--- config.mk ---
export PLATFORM = sky130hd
export DESIGN_NAME = vram_arbiter
export DESIGN_NICKNAME = d
export VERILOG_FILES = /design/src/rtl/vram_pkg.sv /design/src/rtl/pix_fifo.sv /design/src/rtl/vram_arbiter.sv
export SDC_FILE = /design/constraint.sdc
export NUM_CORES = 1
export LEC_CHECK = 0
export CAP_MARGIN = 20
export CELL_PAD_IN_SITES_DETAIL_PLACEMENT = 0
export CELL_PAD_IN_SITES_GLOBAL_PLACEMENT = 1
export CORE_MARGIN = 2
export CORE_UTILIZATION = 47
export CTS_CLUSTER_SIZE = 20
export DETAILED_ROUTE_END_ITERATION = 10
export PLACE_DENSITY = 0.88
export SYNTH_ARGS = -nofsm -noshare
export SYNTH_HDL_FRONTEND = slang
export SYNTH_SLANG_ARGS = --single-unit
export TNS_END_PERCENT = 30
--- constraint.sdc ---
create_clock -name clk -period 5.85 [get_ports clk]
set_input_delay 1.17 -clock clk [delete_from_list [all_inputs] [get_ports clk]]
set_output_delay 1.17 -clock clk [all_outputs]
set_load 0.05 [all_outputs]
--- src/rtl/vram_pkg.sv ---
// vram_pkg: shared types and constants for the VRAM arbiter slice.
//   owner_t       - who a returning RAM read belongs to
//   VRAM_*        - default address/data/frame geometry (160x120, RGB 3-3-2)
//   RGB_*         - bit positions of the 3-3-2 colour fields in a pixel word
package vram_pkg;

  typedef enum logic [1:0] {
    OWN_NONE,
    OWN_SCAN,
    OWN_DRAW
  } owner_t;

  localparam int VRAM_AW          = 15;
  localparam int VRAM_DW          = 8;
  localparam int VRAM_FRAME_WORDS = 19200;

  // RGB 3-3-2 layout: rrr_ggg_bb
  localparam int RGB_R_MSB = 7;
  localparam int RGB_R_LSB = 5;
  localparam int RGB_G_MSB = 4;
  localparam int RGB_G_LSB = 2;
  localparam int RGB_B_MSB = 1;
  localparam int RGB_B_LSB = 0;

  function automatic logic [7:0] rgb332(input logic [2:0] r,
                                        input logic [2:0] g,
                                        input logic [1:0] b);
    return {r, g, b};
  endfunction

endpackage

--- src/rtl/pix_fifo.sv ---
// pix_fifo: synchronous scan prefetch FIFO with occupancy output.
//   clk, rst (sync, active-low), flush (empties the FIFO, wins over push/pop)
//   push/din  - write a word (caller guarantees space)
//   pop       - consume the head word; ignored while empty
//   head      - current head word, level - occupancy, valid - non-empty
module pix_fifo #(
  parameter int DW    = 8,
  parameter int DEPTH = 8
) (
  input  logic                     clk,
  input  logic                     rst,
  input  logic                     flush,
  input  logic                     push,
  input  logic [DW-1:0]            din,
  input  logic                     pop,
  output logic [DW-1:0]            head,
  output logic [$clog2(DEPTH):0]   level,
  output logic                     valid
);
  localparam int PW = $clog2(DEPTH);
  localparam int LW = PW + 1;

  logic [DW-1:0] mem [DEPTH];
  logic [PW-1:0] wr_ptr_reg;
  logic [PW-1:0] rd_ptr_reg;
  logic [LW-1:0] count_reg;
  logic          pop_ok;

  assign pop_ok = pop && (count_reg != '0);

  always_ff @(posedge clk) begin
    if (!rst || flush) begin
      wr_ptr_reg <= '0;
      rd_ptr_reg <= '0;
      count_reg  <= '0;
    end else begin
      if (push)   wr_ptr_reg <= wr_ptr_reg + PW'(1);
      if (pop_ok) rd_ptr_reg <= rd_ptr_reg + PW'(1);
      case ({push, pop_ok})
        2'b10:   count_reg <= count_reg + LW'(1);
        2'b01:   count_reg <= count_reg - LW'(1);
        default: count_reg <= count_reg;
      endcase
    end
  end

  // Storage carries no reset; only the pointers define what is valid.
  always_ff @(posedge clk) begin
    if (push) mem[wr_ptr_reg] <= din;
  end

  assign head  = mem[rd_ptr_reg];
  assign level = count_reg;
  assign valid = (count_reg != '0);

endmodule

--- src/rtl/vram_arbiter.sv ---
// vram_arbiter: shares a single-port synchronous VRAM between the VGA scan-out
// prefetcher (read-only, deadline driven) and the GPU draw port (read/write).
//   clk, rst (sync, active-low)
//   frame_start          - restarts scan at word 0, flushes the prefetch FIFO
//   pix_pop/pix_data/pix_valid/underrun - VGA side of the prefetch FIFO
//   draw_req/we/addr/wdata/gnt/rdata/rvalid - GPU draw port
//   mem_addr/we/wdata (registered), mem_rdata (1-cycle latency) - VRAM side
// Optional macro VRAM_ARB_STATS_EN adds draw_stall_cnt (saturating count of
// cycles where draw_req is waiting without a grant).
module vram_arbiter
  import vram_pkg::*;
#(
  parameter int AW          = VRAM_AW,
  parameter int DW          = VRAM_DW,
  parameter int FRAME_WORDS = VRAM_FRAME_WORDS,
  parameter int FIFO_DEPTH  = 8,
  parameter int LOW_MARK    = 2
) (
  input  logic          clk,
  input  logic          rst,
  input  logic          frame_start,
  input  logic          pix_pop,
  output logic [DW-1:0] pix_data,
  output logic          pix_valid,
  output logic          underrun,
  input  logic          draw_req,
  input  logic          draw_we,
  input  logic [AW-1:0] draw_addr,
  input  logic [DW-1:0] draw_wdata,
  output logic          draw_gnt,
  output logic [DW-1:0] draw_rdata,
  output logic          draw_rvalid,
`ifdef VRAM_ARB_STATS_EN
  output logic [15:0]   draw_stall_cnt,
`endif
  output logic [AW-1:0] mem_addr,
  output logic          mem_we,
  output logic [DW-1:0] mem_wdata,
  input  logic [DW-1:0] mem_rdata
);
  localparam int LW = $clog2(FIFO_DEPTH) + 1;
  localparam int CW = LW + 1;
  localparam int SW = AW + 1;
  localparam logic [CW-1:0] DEPTH_C = CW'(FIFO_DEPTH);
  localparam logic [CW-1:0] LOW_C   = CW'(LOW_MARK);
  localparam logic [SW-1:0] FRAME_C = SW'(FRAME_WORDS);

  logic [SW-1:0] scan_addr_reg;
  logic [CW-1:0] inflight_reg;
  logic          epoch_reg;
  owner_t        own1_reg, own2_reg;
  logic          ep1_reg, ep2_reg;
  logic          underrun_reg;

  logic [LW-1:0] level;
  logic [CW-1:0] occupancy;
  logic          scan_ok, urgent, grant_scan, grant_draw;
  logic          ret_scan, ret_draw;

  // Reads already issued count against FIFO space so a push never overflows.
  assign occupancy  = {1'b0, level} + inflight_reg;
  // A scan grant in a frame_start cycle would be thrown away, so never issue it.
  assign scan_ok    = !frame_start && (occupancy < DEPTH_C) && (scan_addr_reg < FRAME_C);
  assign urgent     = scan_ok && (occupancy <= LOW_C);
  assign grant_scan = scan_ok && (urgent || !draw_req);
  assign grant_draw = rst && draw_req && !urgent;
  assign draw_gnt   = grant_draw;

  // Tag stage 2 lines up with mem_rdata; stale-epoch scan data is dropped.
  assign ret_scan    = (own2_reg == OWN_SCAN) && (ep2_reg == epoch_reg);
  assign ret_draw    = rst && (own2_reg == OWN_DRAW);
  assign draw_rvalid = ret_draw;
  assign draw_rdata  = ret_draw ? mem_rdata : '0;
  assign underrun    = underrun_reg;

  pix_fifo #(.DW(DW), .DEPTH(FIFO_DEPTH)) u_fifo (
    .clk   (clk),
    .rst   (rst),
    .flush (frame_start),
    .push  (ret_scan),
    .din   (mem_rdata),
    .pop   (pix_pop),
    .head  (pix_data),
    .level (level),
    .valid (pix_valid)
  );

  always_ff @(posedge clk) begin
    if (!rst) begin
      mem_addr      <= '0;
      mem_we        <= 1'b0;
      mem_wdata     <= '0;
      scan_addr_reg <= '0;
      inflight_reg  <= '0;
      epoch_reg     <= 1'b0;
      own1_reg      <= OWN_NONE;
      own2_reg      <= OWN_NONE;
      ep1_reg       <= 1'b0;
      ep2_reg       <= 1'b0;
      underrun_reg  <= 1'b0;
    end else begin
      mem_we <= 1'b0;
      if (grant_scan) begin
        mem_addr <= scan_addr_reg[AW-1:0];
      end else if (grant_draw) begin
        mem_addr  <= draw_addr;
        mem_we    <= draw_we;
        mem_wdata <= draw_wdata;
      end

      if (grant_scan)                  own1_reg <= OWN_SCAN;
      else if (grant_draw && !draw_we) own1_reg <= OWN_DRAW;
      else                             own1_reg <= OWN_NONE;
      ep1_reg  <= epoch_reg;
      own2_reg <= own1_reg;
      ep2_reg  <= ep1_reg;

      if (frame_start) begin
        scan_addr_reg <= '0;
        inflight_reg  <= '0;
        epoch_reg     <= ~epoch_reg;
      end else begin
        if (grant_scan) scan_addr_reg <= scan_addr_reg + SW'(1);
        case ({grant_scan, ret_scan})
          2'b10:   inflight_reg <= inflight_reg + CW'(1);
          2'b01:   inflight_reg <= inflight_reg - CW'(1);
          default: inflight_reg <= inflight_reg;
        endcase
      end

      if (pix_pop && !pix_valid) underrun_reg <= 1'b1;
    end
  end

`ifdef VRAM_ARB_STATS_EN
  logic [15:0] stall_cnt_reg;

  always_ff @(posedge clk) begin
    if (!rst || frame_start) begin
      stall_cnt_reg <= '0;
    end else if (draw_req && !draw_gnt && (stall_cnt_reg != 16'hFFFF)) begin
      stall_cnt_reg <= stall_cnt_reg + 16'd1;
    end
  end

  assign draw_stall_cnt = stall_cnt_reg;
`endif

endmodule

==> impl_results.md, run 1 <==
- Origin of the critical flop-to-flop path: inflight_reg[0]
- Top FF cell, synth: dfxtp_1
- Area delta synth->final: 27.4%
- Post-DP HPWL: 7970 microns
- Row Count: 39
- CTS tree: yes
- Most numerous cell in the Yosys netlist: dfxtp_1
- Deepest clock path buffer count: 2
- Headroom to the max-slew limit: 39.8%
- Sequential area share after synthesis: 58.9%
- Worst skew pair latency: 420 ps
- Final Non-Filler Cells: 688
- Core area: 11400 sq um
- Clock sink count: 130
- Worst endpoint required time: 4680 ps
- Drc violations: 0
- Endpoint class of the critical path: output pin
- Vias per Instance: 5.46
- Pwr dens: 307 nW/um^2
- Kind of critical path: in -> out
- Total routed wirelength: 11700 microns
- # hold bufs at CTS: 0
- Fin. Hold Viols: 0
- MaxCap Viol Count: 0
- Clock skew: 8.11 ps
- Largest net degree at the start of global routing: 30
- Setup tns final: 0 ps
- Clock root cell: clkbuf_16
- Antenna viol nets, final: 0
- Final Wtd Congestion: 0.870
- Yosys reg bits: 130
- I/O Pins: 81
- Share of layout cells above drive strength 1: 12.7%
- Initial Util: 48.2%
- Status: completed
- Die area: 12600 sq um
- DIE HEIGHT: 112 microns
- Post-CTS sizing: 0
- Largest cells by area after synthesis: edfxtp_1 (35%), dfxtp_1 (24%), mux4_2 (6.5%)
- Post-synth top cells: dfxtp_1 (66), edfxtp_1 (64), nor2_1 (44), nand2_1 (31), a21oi_1 (21)
- Cell count after synthesis: 450
- Num CTS Buffers: 17
- Clock transition at path regs: 60 ps
- Vias in the first global route: 3780
- Critical Path Source: frame_start
- Final Cycle Share: 80.5%
- Post-synth ARST share: 0%
- GRT overflow: 0
- IO buf count: 80
- Mean Syn Cell Area: 12.2 sq um
- H-Tree Depth: 4
- Leakage: 2.54 nW
- Syn Nets: 503
- Max IR drop VDD: 0.000167 V
- Synthesized area: 5510 sq um
- Number of diodes: 0
- DR WL/cell: 17.1 microns
- Synth area leader: edfxtp_1
- Final Critical Period: 4710 ps
- RSZ-0062 raised after global routing: false
- Via count: 3755
- Total GRT Usage: 19.6%
- Final Slew Violations: 0
- Hold_sp: own1_reg[1]
- Synth warn: 0
- Final nets: 585
- Pre-Repair DR Iteration Count: 4
- Setup repair bufs after CTS: 0
- Synth unique cells: 50
- Initial antenna violation count: 0
- Largest register FFs: 64
- Startpoint types: primary input
- Final setup vio count: 0
- Initial detailed-routing violation count: 211
- HP Class: reg -> reg
- Critical-path maximum fanout: 8
- Die width: 112 microns
- Synth top area share: 34.9%
- Fmax: 0.212 GHz
- Post-synth EDFFs: 64
- First-pass GRT wire length: 19100 microns
- CP arrival: 3540 ps
- Inst Count DP: 655
- Worst slew pin tran: 900 ps
## power breakdown
part	internal [mW]	total (mW)	switching (mW)	leakage, nW
Sequential	0.970	0.981	0.0109	1.11
Combinational	0.0664	0.164	0.0980	1.15
Clock	0.595	1.01	0.413	0.277
Total	1.63	2.15	0.521	2.54
## path summary, 6_finish.rpt
path                                   endpoint  slack [ps]  depth (start not counted)
worst max-delay path                   draw_gnt        1140                          7
worst min-delay path                own2_reg[1]         440                          1
worst max register to register  inflight_reg[4]        1690                         16
worst min register to register      own2_reg[1]         440                          1
## metrics by stage
stage / setup slack [ps] / cell area, sq um / utilization (%) / hold slack (ps) / power [mW]
after global placement: 1180 / 6420 / 56.3 / 419 / 1.16
after CTS: 1100 / 7000 / 61.3 / 448 / 2.17
final: 1140 / 7010 / 61.4 / 444 / 2.15
after global routing: 980 / 7010 / 61.4 / 457 / 2.22
after detailed placement: 1080 / 6420 / 56.3 / 424 / 1.16
after floorplan: 1850 / 5510 / - / 412 / 1.10
## critical path: stages
cell             delay [ps]
clkdlybuf4s50_1         480
a311oi_2                240
o221ai_2                280
o21ai_2                 210
or2_0                   370
inv_1                    80
clkdlybuf4s50_1         710
## layer usage
metal	vias up	track usage [%]	part of all wire (%)
met1	1788	23.5	40
met3	18	5.62	7.4
met2	143	33.3	51
met5	-	0	0
li1	1806	-	-
met4	0	8.13	2.0
## cells in the final DEF (no fill, tap or decap), types with 10 or more instances in the layout
cell              n
clkdlybuf4s50_1  80
dfxtp_1          66
edfxtp_1         64
nor2_1           44
nand2_1          31
a21oi_1          21
o21ai_0          18
inv_1            17
clkbuf_16        17
mux4_2           16
and2_1           15
mux2i_1          15
ha_1             14
xnor2_1          11
a31oi_1          10
## final cells by class
type                    instances  area, sq um
clock buffers                  17          425
clock inverters                15          146
fillers                       913         4410
inverters                      18         67.6
multi-input cells             278         2090
flip-flops and latches        130         3240
well taps                     143          179
repair buffers                 87          861
## kinds of logic (layout without fill, tap and decap cells)
| group | Yosys count | count (layout) | share of synthesized area, % |
|---|---|---|---|
| AND/OR/NAND/NOR | 133 | 133 | 11.9 |
| flip-flops | 130 | 130 | 58.9 |
| AO/OA/AOI/OAI | 70 | 70 | 8.05 |
| buffers and inverters | 42 | 137 | 3.14 |
| multiplexers | 39 | 39 | 10.9 |
| XOR/XNOR | 20 | 20 | 3.18 |
| adder cells (fa/ha/maj) | 16 | 16 | 3.91 |
No activity file was read; power rests on OpenSTA's default activity.
==> run 2, diff against run 1 <==
--- a/config.mk
+++ b/config.mk
@@ -9,10 +9,10 @@
 export CELL_PAD_IN_SITES_DETAIL_PLACEMENT = 0
 export CELL_PAD_IN_SITES_GLOBAL_PLACEMENT = 1
 export CORE_MARGIN = 2
-export CORE_UTILIZATION = 47
+export CORE_UTILIZATION = 43
 export CTS_CLUSTER_SIZE = 20
 export DETAILED_ROUTE_END_ITERATION = 10
-export PLACE_DENSITY = 0.88
+export PLACE_DENSITY = 0.82
 export SYNTH_ARGS = -nofsm -noshare
 export SYNTH_HDL_FRONTEND = slang
 export SYNTH_SLANG_ARGS = --single-unit
==> constraint.sdc (replaced) <==
create_clock -name clk -period 4.5 [get_ports clk]
set_input_delay 0.9 -clock clk [delete_from_list [all_inputs] [get_ports clk]]
set_output_delay 0.9 -clock clk [all_outputs]
set_load 0.05 [all_outputs]
==> impl_results.md, run 2 (synthesis results as in run 1) <==
- Status: completed
- Row Count: 41
- Max IR drop VDD: 0.000228 V
- Post-DP HPWL: 7960 microns
- DIE HEIGHT: 117 microns
- FF-to-FF setup slack: 510 ps
- Worst R2R Path Depth: 16
- Fin. Hold Viols: 0
- Drc violations: 0
- Worst skew pair latency: 420 ps
- Final Wtd Congestion: 0.808
- Clock transition at path regs: 60 ps
- Worst slew pin tran: 908 ps
- Area of the multi-input gates: 2090 sq um
- Endpoint class of the critical path: flop
- Largest net degree at the start of global routing: 30
- Clock sink count: 130
- Fmax: 0.251 GHz
- I/O Pins: 81
- Final setup vio count: 0
- Initial antenna violation count: 0
- Vias per Instance: 5.17
- Crit-path cells: ha_1 > fa_1 > nand3_1 > a21oi_1 > o221ai_2 > nor2_4 > inv_2 > ha_1 > xor2_1 > ha_1 > o21a_1 > o22a_1 > a21oi_1 > xor2_1 > or3_1 > a21oi_1
- Area delta synth->final: 27.5%
- Post-CTS sizing: 0
- Fillers: 1052
- Number of diodes: 0
- Final Cycle Share: 88.6%
- Origin of the critical flop-to-flop path: u_fifo.level[0]
- RSZ-0062 raised after global routing: false
- First-pass GRT wire length: 18800 microns
- Die width: 117 microns
- HP Class: reg -> reg
- Clock skew: 8.22 ps
- DR WL/cell: 16.5 microns
- Total GRT Usage: 18.6%
- Setup tns final: 0 ps
- Fin util: 55.8%
- Most common cell after layout, fill and taps aside: clkdlybuf4s50_1
- Final Slew Violations: 0
- Largest register FFs: 64
- Critical-path maximum fanout: 24
- H-Tree Depth: 4
- Headroom to the max-slew limit: 39.4%
- GRT overflow: 0
- Critical Path Source: u_fifo.level[0]
- Vias in the first global route: 3614
- Initial detailed-routing violation count: 170
- MaxCap Viol Count: 0
- # hold bufs at CTS: 0
- Leakage: 2.55 nW
- Clock root cell: clkbuf_16
- CP arrival: 4340 ps
- Antenna viol nets, final: 0
- Die area: 13700 sq um
- Pre-Repair DR Iteration Count: 4
- Kind of critical path: reg -> reg
- Pwr dens: 397 nW/um^2
- RR Endpoint: inflight_reg[4]
- Num CTS Buffers: 17
- Initial Util: 43.8%
- Share of layout cells above drive strength 1: 14.8%
- Register area: 3240 sq um
- Via count: 3716
- Worst endpoint required time: 4850 ps
- Setup repair bufs after CTS: 0
- Commonest cells after routing, fill and taps aside: clkdlybuf4s50_1 (70), dfxtp_1 (66), edfxtp_1 (64), nor2_1 (44), nand2_1 (31)
- Final Critical Period: 3990 ps
- IO buf count: 80
- Startpoint types: flop
- Total routed wirelength: 11800 microns
- Core area: 12600 sq um
- CTS tree: yes
- Worst setup path endpoint: inflight_reg[4]
- Deepest clock path buffer count: 2
- Max incr delay on CP: 470 ps
- Final nets: 587
- Crit path max-delay cell type: o221ai_2
run 2: cell types whose count changed in the layout (fill, tap and decap cells not counted):
cell / change
buf_4: +13
buf_8: -1
clkbuf_1: +1
clkdlybuf4s50_1: -10
clkinv_1: -1
clkinv_2: +2
clkinv_4: -2
clkinvlp_4: +2
inv_6: -1
inv_8: -1
run 2: cell type report:
cell class                      count  share of cell area, %
Tap cell                          172                   3.07
Timing Repair Buffer               89                   12.0
Sequential cell                   130                   46.2
Clock buffer                       18                   6.12
Inverter                           18                  0.963
Clock inverter                     14                   1.85
Multi-Input combinational cell    278                   29.8
run 2: worst min-delay path by stage:
stage / startpoint / cells past startpoint / endpoint
global placement: ep1_reg / 1 / ep2_reg
CTS: own1_reg[1] / 1 / own2_reg[1]
floorplan: ep1_reg / 1 / ep2_reg
global route: own1_reg[1] / 1 / own2_reg[1]
detailed placement: own1_reg[1] / 1 / own2_reg[1]
finish: own1_reg[1] / 1 / own2_reg[1]
run 2: through the flow:
stage	std cells	area, sq um	setup WS (ps)	power (mW)	hold slack, ps
2_1_floorplan	450	5510	605	1.42	412
3_3_place_gp	687	6460	407	1.51	419
3_5_place_dp	687	6460	210	1.52	423
4_1_cts	719	7020	498	2.81	443
5_1_grt	719	7020	137	2.88	471
6_report	719	7020	512	2.78	440
run 2: per-layer routing:
metal	GRT usage (%)	part of all wire, %
met1	23.7	44
met2	29.3	49
met3	6.64	6.4
met4	6.51	1.3
met5	0	0
run 2: power breakdown:
part / internal [mW] / total, mW / switching, mW
Clock: 0.766 / 1.29 / 0.526
Combinational: 0.0873 / 0.216 / 0.129
Sequential: 1.26 / 1.27 / 0.0131
Total: 2.11 / 2.78 / 0.668
run 2: critical path: cells and delay by family (launching register included):
kind,cells,cell delay (ps)
flip-flops,1,360
XOR/XNOR,2,210
buffers and inverters,1,320
AO/OA/AOI/OAI,6,1250
AND/OR/NAND/NOR,3,480
adder cells (fa/ha/maj),4,1300
